### config.mk
export PLATFORM = sky130hd
export DESIGN_NAME = data_mem_responder_flat
export DESIGN_NICKNAME = d
export VERILOG_FILES = /design/src/rtl/data_mem_pkg.sv /design/src/rtl/data_mem_responder_if.sv /design/src/rtl/data_mem_responder_sync_fifo.sv /design/src/rtl/data_mem_responder.sv /design/src/flat_wrapper.sv
export SDC_FILE = /design/constraint.sdc
export NUM_CORES = 2
export LEC_CHECK = 0
export ABC_CLOCK_PERIOD_IN_PS = 6100
export CELL_PAD_IN_SITES_DETAIL_PLACEMENT = 0
export CELL_PAD_IN_SITES_GLOBAL_PLACEMENT = 1
export CORE_ASPECT_RATIO = 0.5
export CORE_MARGIN = 4
export CORE_UTILIZATION = 45
export DETAILED_ROUTE_END_ITERATION = 6
export DONT_BUFFER_PORTS = 1
export PLACE_DENSITY_LB_ADDON = 0.12
export SYNTH_ARGS = -nofsm -noshare
export SYNTH_HDL_FRONTEND = slang
export SYNTH_SLANG_ARGS = --single-unit
### constraint.sdc
create_clock -name clk -period 6.1 [get_ports clk]
set_input_delay 0.915 -clock clk [delete_from_list [all_inputs] [get_ports clk]]
set_output_delay 0.915 -clock clk [all_outputs]
set_load 0.005 [all_outputs]
### src/rtl/data_mem_pkg.sv
// Shared constants for the data-side memory responder: MMIO map, status bit positions, reset values.
package data_mem_pkg;

  localparam logic [15:0] RAM_BASE  = 16'h0000;
  localparam logic [15:0] MMIO_BASE = 16'hFFFF;

  localparam logic [7:0] OFF_CON_DATA = 8'h00;
  localparam logic [7:0] OFF_CON_STAT = 8'h04;
  localparam logic [7:0] OFF_CYCLE    = 8'h08;
  localparam logic [7:0] OFF_COMPARE  = 8'h0C;
  localparam logic [7:0] OFF_TSTAT    = 8'h10;

  localparam int STAT_EMPTY_BIT = 0;
  localparam int STAT_FULL_BIT  = 1;
  localparam int STAT_OVF_BIT   = 2;
  localparam int TSTAT_HIT_BIT  = 0;

  localparam logic [31:0] COMPARE_RST = 32'hFFFF_FFFF;

  typedef enum logic [1:0] {
    REGION_NONE,
    REGION_RAM,
    REGION_MMIO
  } region_e;

  typedef enum logic [2:0] {
    MMIO_CON_DATA,
    MMIO_CON_STAT,
    MMIO_CYCLE,
    MMIO_COMPARE,
    MMIO_TSTAT,
    MMIO_NONE
  } mmio_reg_e;

  // Byte lane bits are ignored, so offsets are matched on word granularity.
  function automatic mmio_reg_e mmio_decode(input logic [7:0] off);
    mmio_reg_e r;
    case ({off[7:2], 2'b00})
      OFF_CON_DATA: r = MMIO_CON_DATA;
      OFF_CON_STAT: r = MMIO_CON_STAT;
      OFF_CYCLE:    r = MMIO_CYCLE;
      OFF_COMPARE:  r = MMIO_COMPARE;
      OFF_TSTAT:    r = MMIO_TSTAT;
      default:      r = MMIO_NONE;
    endcase
    return r;
  endfunction

endpackage

### src/rtl/data_mem_responder_if.sv
// Core data-bus and console/irq signals of the data memory responder.
// master = core side (drives address/store, console ready); slave = responder.
interface data_mem_responder_if;
  logic        mem_write;
  logic [31:0] addr;
  logic [31:0] write_data;
  logic [31:0] read_data;
  logic        tx_valid;
  logic [7:0]  tx_data;
  logic        tx_ready;
  logic        timer_irq;

  modport master (
    output mem_write, addr, write_data, tx_ready,
    input  read_data, tx_valid, tx_data, timer_irq
  );

  modport slave (
    input  mem_write, addr, write_data, tx_ready,
    output read_data, tx_valid, tx_data, timer_irq
  );
endinterface

### src/rtl/data_mem_responder_sync_fifo.sv
// Generic synchronous FIFO: registered push, head visible the cycle after a push into empty.
// Push is accepted when not full or when a pop happens in the same cycle; pop ignored when empty.
module sync_fifo #(
  parameter int WIDTH = 8,
  parameter int DEPTH = 8
) (
  input  logic                     clk,
  input  logic                     rst,
  input  logic                     push_i,
  input  logic                     pop_i,
  input  logic [WIDTH-1:0]         din_i,
  output logic [WIDTH-1:0]         head_o,
  output logic                     full_o,
  output logic                     empty_o,
  output logic [$clog2(DEPTH):0]   count_o
);
  localparam int PW = $clog2(DEPTH);
  localparam logic [PW:0] FULL_CNT = (PW+1)'(DEPTH);

  logic [WIDTH-1:0] mem_q [DEPTH];
  logic [PW-1:0]    wr_ptr_q, wr_ptr_d;
  logic [PW-1:0]    rd_ptr_q, rd_ptr_d;
  logic [PW:0]      count_q, count_d;
  logic             do_push, do_pop;

  assign empty_o = (count_q == '0);
  assign full_o  = (count_q == FULL_CNT);
  assign count_o = count_q;
  assign head_o  = mem_q[rd_ptr_q];

  assign do_pop  = pop_i && !empty_o;
  assign do_push = push_i && (!full_o || do_pop);

  always_comb begin
    wr_ptr_d = wr_ptr_q;
    rd_ptr_d = rd_ptr_q;
    count_d  = count_q;
    if (do_push) wr_ptr_d = wr_ptr_q + PW'(1);
    if (do_pop)  rd_ptr_d = rd_ptr_q + PW'(1);
    case ({do_push, do_pop})
      2'b10:   count_d = count_q + (PW+1)'(1);
      2'b01:   count_d = count_q - (PW+1)'(1);
      default: count_d = count_q;
    endcase
  end

  always_ff @(posedge clk) begin
    if (rst) begin
      wr_ptr_q <= '0;
      rd_ptr_q <= '0;
      count_q  <= '0;
    end else begin
      wr_ptr_q <= wr_ptr_d;
      rd_ptr_q <= rd_ptr_d;
      count_q  <= count_d;
    end
  end

  // Storage is not reset; the cleared pointers make stale entries unreachable.
  always_ff @(posedge clk) begin
    if (do_push) mem_q[wr_ptr_q] <= din_i;
  end

endmodule

### src/rtl/data_mem_responder.sv
// Data-side memory responder: word RAM + MMIO (console FIFO, cycle counter, compare/timer irq).
// Loads are combinational (zero latency); console drains on tx_valid/tx_ready, overflowing bytes are dropped.
module data_mem_responder
  import data_mem_pkg::*;
#(
  parameter int RAM_WORDS  = 64,
  parameter int FIFO_DEPTH = 8
) (
  input  logic               clk,
  input  logic               rst,
  data_mem_responder_if.slave bus
);
  localparam int AW = $clog2(RAM_WORDS);
  localparam int CW = $clog2(FIFO_DEPTH) + 1;

  logic [31:0]   ram_q [RAM_WORDS];
  logic [AW-1:0] ram_idx;
  region_e       region;
  mmio_reg_e     mreg;

  logic [31:0] cycle_q, cycle_d;
  logic [31:0] compare_q, compare_d;
  logic        timer_hit_q, timer_hit_d;
  logic        ovf_q, ovf_d;

  logic          fifo_push, fifo_pop, fifo_full, fifo_empty;
  logic [7:0]    fifo_head;
  logic [CW-1:0] fifo_count_unused;
  logic          unused_addr_bits;

  assign unused_addr_bits = ^bus.addr[1:0];
  assign ram_idx = bus.addr[AW+1:2];

  // Addresses above RAM_WORDS in the low 64 KiB are holes, not aliases.
  always_comb begin
    region = REGION_NONE;
    if (bus.addr[31:16] == MMIO_BASE) begin
      region = REGION_MMIO;
    end else if (bus.addr[31:16] == RAM_BASE && (bus.addr[15:0] >> (AW + 2)) == 16'd0) begin
      region = REGION_RAM;
    end
  end

  assign mreg = (region == REGION_MMIO) ? mmio_decode(bus.addr[7:0]) : MMIO_NONE;

  // RAM is deliberately outside reset: a store coinciding with rst still lands.
  always_ff @(posedge clk) begin
    if (bus.mem_write && region == REGION_RAM) ram_q[ram_idx] <= bus.write_data;
  end

  assign fifo_pop  = !fifo_empty && bus.tx_ready;
  assign fifo_push = bus.mem_write && (mreg == MMIO_CON_DATA);

  sync_fifo #(
    .WIDTH (8),
    .DEPTH (FIFO_DEPTH)
  ) u_con_fifo (
    .clk     (clk),
    .rst     (rst),
    .push_i  (fifo_push),
    .pop_i   (fifo_pop),
    .din_i   (bus.write_data[7:0]),
    .head_o  (fifo_head),
    .full_o  (fifo_full),
    .empty_o (fifo_empty),
    .count_o (fifo_count_unused)
  );

  // Sticky set conditions are applied last so they win over software clears.
  always_comb begin
    cycle_d     = cycle_q + 32'd1;
    compare_d   = compare_q;
    ovf_d       = ovf_q;
    timer_hit_d = timer_hit_q;
    if (bus.mem_write) begin
      case (mreg)
        MMIO_CYCLE:    cycle_d = bus.write_data;
        MMIO_COMPARE:  compare_d = bus.write_data;
        MMIO_CON_STAT: if (bus.write_data[STAT_OVF_BIT]) ovf_d = 1'b0;
        MMIO_TSTAT:    if (bus.write_data[TSTAT_HIT_BIT]) timer_hit_d = 1'b0;
        default:       ;
      endcase
    end
    if (fifo_push && fifo_full && !fifo_pop) ovf_d = 1'b1;
    if (cycle_q == compare_q) timer_hit_d = 1'b1;
  end

  always_ff @(posedge clk) begin
    if (rst) begin
      cycle_q     <= '0;
      compare_q   <= COMPARE_RST;
      timer_hit_q <= 1'b0;
      ovf_q       <= 1'b0;
    end else begin
      cycle_q     <= cycle_d;
      compare_q   <= compare_d;
      timer_hit_q <= timer_hit_d;
      ovf_q       <= ovf_d;
    end
  end

  always_comb begin
    bus.read_data = 32'h0;
    if (region == REGION_RAM) begin
      bus.read_data = ram_q[ram_idx];
    end else begin
      case (mreg)
        MMIO_CON_STAT: begin
          bus.read_data[STAT_EMPTY_BIT] = fifo_empty;
          bus.read_data[STAT_FULL_BIT]  = fifo_full;
          bus.read_data[STAT_OVF_BIT]   = ovf_q;
        end
        MMIO_CYCLE:   bus.read_data = cycle_q;
        MMIO_COMPARE: bus.read_data = compare_q;
        MMIO_TSTAT:   bus.read_data[TSTAT_HIT_BIT] = timer_hit_q;
        default:      bus.read_data = 32'h0;
      endcase
    end
  end

  assign bus.tx_valid  = !fifo_empty;
  assign bus.tx_data   = fifo_empty ? 8'h00 : fifo_head;
  assign bus.timer_irq = timer_hit_q;

endmodule

### src/flat_wrapper.sv
// flat-port wrapper written by rule: the top's interface ports become plain ports
module data_mem_responder_flat import data_mem_pkg::*;
#(
  parameter int RAM_WORDS  = 64,
  parameter int FIFO_DEPTH = 8
)
  (clk, rst, bus_mem_write, bus_addr, bus_write_data, bus_tx_ready, bus_read_data, bus_tx_valid, bus_tx_data, bus_timer_irq);
  data_mem_responder_if bus_i ();
  input  logic clk;
  input  logic rst;
  input wire logic [$bits(bus_i.mem_write)-1:0] bus_mem_write;
  input wire logic [$bits(bus_i.addr)-1:0] bus_addr;
  input wire logic [$bits(bus_i.write_data)-1:0] bus_write_data;
  input wire logic [$bits(bus_i.tx_ready)-1:0] bus_tx_ready;
  output wire logic [$bits(bus_i.read_data)-1:0] bus_read_data;
  output wire logic [$bits(bus_i.tx_valid)-1:0] bus_tx_valid;
  output wire logic [$bits(bus_i.tx_data)-1:0] bus_tx_data;
  output wire logic [$bits(bus_i.timer_irq)-1:0] bus_timer_irq;
  assign bus_i.mem_write = bus_mem_write;
  assign bus_i.addr = bus_addr;
  assign bus_i.write_data = bus_write_data;
  assign bus_i.tx_ready = bus_tx_ready;
  assign bus_read_data = bus_i.read_data;
  assign bus_tx_valid = bus_i.tx_valid;
  assign bus_tx_data = bus_i.tx_data;
  assign bus_timer_irq = bus_i.timer_irq;
  data_mem_responder #(.RAM_WORDS(RAM_WORDS), .FIFO_DEPTH(FIFO_DEPTH)) u_core (.clk(clk), .rst(rst), .bus(bus_i));
endmodule
# Word level (Yosys, flattened, before mapping)
# Memories as Yosys holds them, arrays and structs flattened. A register that Yosys moved wholly into a read port is not among the register bits.
# Cells that the tools add are included.
[totals]
register_bits = 76
latch_bits = 0
ram_bits = 2112
rom_bits = 0
in_bits = 68
output_inout_bits = 42
word_cells = 82
mem_count = 2
[mem_list]
columns = ["memory", "depth", "word_bits", "read_ports", "rd_ports_with_merged_regs", "write_ports", "line", "text"]
rows = [
  ["u_core.ram_q", 64, 32, 1, 0, 1, "data_mem_responder.sv:16", "logic [31:0] ram_q [RAM_WORDS];"],
  ["u_core.u_con_fifo.mem_q", 8, 8, 1, 1, 1, "data_mem_responder_sync_fifo.sv:20", "logic [WIDTH-1:0] mem_q [DEPTH];"],
]
[op_classes]
addsub = 5
multipliers = 0
div_mod_pow = 0
order_cmp = 0
eq_ne = 15
n_shift = 0
n_mux = 26
n_bitwise = 0
n_reduce_logical = 27
[ops]
columns = ["cell", "n"]
rows = [
  ["$mux 32", 3],
  ["$pmux 29 s2", 1],
  ["$add 32x1->32 const B", 1],
  ["$eq 32x32->1", 1],
  ["$logic_not 16->1", 2],
  ["$eq 16x16->1 const B", 1],
  ["$pmux 3 s5", 1],
  ["$reduce_bool 2->1", 7],
  ["$mux 1", 13],
  ["$eq 6x2->1 const B", 2],
  ["$mux 3", 3],
  ["$logic_and 1x1->1", 8],
  ["$mux 8", 1],
  ["$pmux 4 s2", 1],
  ["$add 3x1->3 const B", 2],
  ["$eq 3x2->1 const B", 2],
  ["$eq 6x1->1 const B", 1],
  ["$eq 6x3->1 const B", 1],
  ["$logic_not 6->1", 1],
  ["$pmux 2 s3", 1],
  ["$reduce_and 3->1", 2],
  ["$add 4x1->4 const B", 1],
  ["$eq 2x1->1 const B", 2],
  ["$eq 2x2->1 const B", 2],
  ["11 further kinds", 13],
]

# Logic depth before layout (Yosys ltp)
[logic_depth]
word_depth = 12
mapped_depth = 13
ltp_nobuf = 11

# Modules after synthesis
# A second synthesis with hierarchy kept.
[hier_totals]
hier_cells = 4187
hier_area_um2 = 85684.7
[by_module_without_submodules]
columns = ["mod", "n_inst", "cells_per_inst", "area_per_inst_um2", "seq_area_each_um2"]
rows = [
  ["data_mem_responder", 1, 4011, 82481.6, 62820.2],
  ["sync_fifo", 1, 176, 3203.1, 2182.1],
]

# Worst setup path after synthesis
# OpenSTA, ideal clock, no wires.
[synth_path]
path_type = "in2reg"
start = "in bus_addr[4]"
end = "mem u_core.ram_q[7][0] (enable)"
setup_ns = 0.502
arrival_ns = 5.383
t_required_ns = 5.598
setup_slack_ns = 0.216
cell_stages = 8
path_buffers = 6
path_cell_list = "clkbuf_1 -> buf_2 -> buf_2 -> buf_2 -> buf_2 -> nand2_1 -> clkbuf_1 -> nor4_1"
[synth_rtl]
columns = ["item", "line", "text"]
rows = [
  ["start: declaration", "flat_wrapper.sv:12", "input wire logic [$bits(bus_i.addr)-1:0] bus_addr;"],
  ["end: declaration", "data_mem_responder.sv:16", ""],
]
# Straight into the memory's write port.

# Final worst setup path
[layout_path]
start = "in bus_addr[2]"
end = "out bus_read_data[1]"
[layout_between]
elab_chain_cells = 6
elab_cells_between_ends = 13
classes_between = "eq/ne (7); mux (4); reduce/logical (1); memory (1)"
[layout_lines]
columns = ["item", "line", "text"]
rows = [
  ["$eq 6x3->1 (tied with other cells)", "data_mem_pkg.sv:38", "case ({off[7:2], 2'b00})"],
  ["$pmux 3 s5", "data_mem_pkg.sv:38", ""],
  ["$mux 3", "data_mem_responder.sv:44", "assign mreg = (region == REGION_MMIO) ? mmio_decode(bus.addr[7:0]) : MMIO_NONE;"],
  ["$eq 3x2->1 / $eq 3x1->1 (equally long branches)", "data_mem_responder.sv:107", "case (mreg)"],
  ["$pmux 2 s3", "data_mem_responder.sv:107", ""],
  ["$mux 32 (*)", "data_mem_responder.sv:104", "if (region == REGION_RAM) begin"],
  ["end: declaration", "flat_wrapper.sv:15", "output wire logic [$bits(bus_i.read_data)-1:0] bus_read_data;"],
]
# Every way passes the cells marked *; elsewhere a longest branch is shown, timed or not.

==> reports/qor.yml <==
status: "finished with violations"
violations: "slew limit"
viasPerCell: 6.18
synth_cells: 4162
rrSetupSlack_ps: 3090
post-cts-setup-buffer-count: 0
ys_seq_elements: 2191
rows: 112
max_stage_delay_ps: 960
dieArea_mm2: 0.197
rsz0062_at_grt: "false"
cts_buffers: 202
place_hpwl_um: 122000
startpoint_type: "primary input"
io-pin-count: 110
multiInputGateArea_mm2: 0.0194
setup_slack_ps: 693
cp_slowest_cell: "mux4_2"
holdPathStages: 1
ys_top_cells_by_area: "edfxtp_1 (75%), mux4_2 (12%), mux2i_1 (2.4%)"
r2r_cells: 9
fin_crit_sh_pct: 88.6
vias: 42541
maxSlewViolCount: 37
synth.cell_area_mm2: 0.0851
rr_endpoint: "u_core.u_con_fifo.count_o[3]"
tightest_slew_ps: 1570
power.density_mw_per_mm2: 315
postRouteAntennaNets: 0
fin_setup_tns_ps: 0
nNetsFinal: 4299
start_util_pct: 45.5
path_class: "primary input to primary output"
cts_tree: "built"
clock_skew_ps: 9.64
place_congestion: 0.805
clkSlewWorstSetupHoldPaths_ps: 60
insertion_delay_ps: 820
cp.arrival_ps: 4490
track_usage_pct: 23.0
ys_types: 60
grt_pass1_vias: 42064
ir_drop_uv: 225
drv_cap: 0
overflow: 0
cts_max_level: 4
first_pass_iters: 5
final-instance-count-excl-fill: 6887
slew_headroom_pct: -4.63
ys_seq_area_share_pct: 76.4
crit_required_ps: 5180
cts_hold_buf: 0
syn2layout_area_growth_pct: 11.4
power.total_mw: 29.8
layout_common_cells: "edfxtp_1 (2112), mux4_2 (443), a22oi_1 (216)"
drive_above_1_share_pct: 21.9
crit_start: "bus_addr[2]"
period_minus_slack_ps: 5410
pre_cts_slack_ps: 1510
ys_warn_count: 0
syn_area_per_cell_um2: 20.4
post_cts_resized: 0
path_cells: "mux4_2 -> mux2i_1 -> a211oi_1 -> o41ai_1 -> o21ai_0"
leakage_nw: 29.5
avgRoutedWirePerCell_um: 33.1
synth_top_area_cell: "edfxtp_1"
synth_edf_count: 2112
fin_hold_ws_ps: 170
setup-violations-final: 0
die_x_um: 623
place_area_mm2: 0.0885
synthArstFlopShare_pct: 0
drc_errors: 0
synth_fp_nets: 4236
final_common_cell: "edfxtp_1"
end_kind: "primary output"
fmax_mhz: 185
clk_path_buf_depth: 4
cp-endpoint: "bus_read_data[1]"
stdcell_area_mm2: 0.0948
cp_max_fo: 604
final_util_pct: 50.6
cts-root-buf: "clkbuf_16"
yosys.area.top_type_share_pct: 74.5
die_y_um: 316
port_buffers: 0
drt_iter0_drc: 4692
nFillCells: 14989
synth-main-ff-cell: "edfxtp_1"
dp.cells: 6528
grt_first_pass_wirelength_um: 321000
cts_sinks: 2191
core_area_mm2: 0.187
routed_wl_um: 228000
grt_max_degree: 605
hold_viol: 0
antenna_found_initial: 17
rr_startpoint: "u_core.u_con_fifo.count_o[3]"
seqCellArea_mm2: 0.0650
hold_path.class: "primary input to register"
[flip-flops by register name, summed over array words and instances, names as in the netlist, named ones only]
| register | flops |
|---|---|
| u_core.ram_q | 2048 |
| u_core.bus.timer_irq | 1 |
| u_core.ovf_q | 1 |
| u_core.u_con_fifo.mem_q | 64 |
| u_core.u_con_fifo.count_o | 4 |
| u_core.compare_q | 32 |
| u_core.u_con_fifo.rd_ptr_q | 3 |
| u_core.cycle_q | 32 |
| u_core.u_con_fifo.wr_ptr_q | 3 |
[how the worst min path moves through the flow]
stage                 startpoint                            end  slack [ps]
floorplan           u_core.ovf_q                   u_core.ovf_q         450
global placement    u_core.ovf_q                   u_core.ovf_q         460
detailed placement  u_core.ovf_q                   u_core.ovf_q         480
CTS                          rst             u_core.cycle_q[11]         100
global route                 rst   u_core.u_con_fifo.count_o[0]         120
finish                       rst  u_core.u_con_fifo.rd_ptr_q[0]         170
[area by class of cell]
cell class | instances | area share (%)
clock buffers | 251 | 5.62
diodes | 4 | 0.0106
well taps | 2508 | 3.31
inverters | 7 | 0.0277
clock inverters | 103 | 0.926
flip-flops and latches | 2191 | 68.6
repair buffers | 124 | 1.05
multi-input cells | 1699 | 20.5
[layer usage]
metal / global-route usage, % / up-vias / share of wire (%)
met3: 3.49 / 248 / 6.7
met5: 0 / - / 0.015
met1: 35.0 / 23267 / 45
li1: - / 17531 / -
met2: 35.4 / 1489 / 46
met4: 4.76 / 6 / 1.9
[power by group]
group	total (mW)	internal [mW]	switching (mW)
Combinational	1.03	0.501	0.525
Sequential	16.5	16.5	0.0447
Clock	12.3	6.83	5.43
[cells in the mapped netlist, types with 38 or more instances]
library cell / count
dfxtp_1: 79
a21oi_1: 43
a221oi_1: 70
nor2_1: 99
edfxtp_1: 2112
clkbuf_1: 134
mux2i_1: 203
nor4_1: 59
a22oi_1: 216
nand3_1: 49
buf_2: 85
o21ai_0: 38
xnor2_1: 44
nand2_1: 173
mux4_2: 443
[cells by family (layout without fill, tap and decap cells)]
kind of cell | Yosys count | count (layout) | synth area share [%]
xor gates and xnor gates | 68 | 68 | 0.700
DFF | 2191 | 2191 | 76.4
AOI/OAI and AO/OA | 475 | 475 | 4.26
adders and majority gates | 6 | 6 | 0.0970
muxes | 653 | 653 | 14.2
other | 0 | 4 | 0
and+or+nand+nor | 497 | 497 | 2.90
buffers and inverters | 272 | 485 | 1.44
[worst max-delay path: cells and delay by family]
kind | cells | cell delay (ps)
compound gates | 3 | 1740
mux | 2 | 1140
Power figures use the tool's default switching activity.
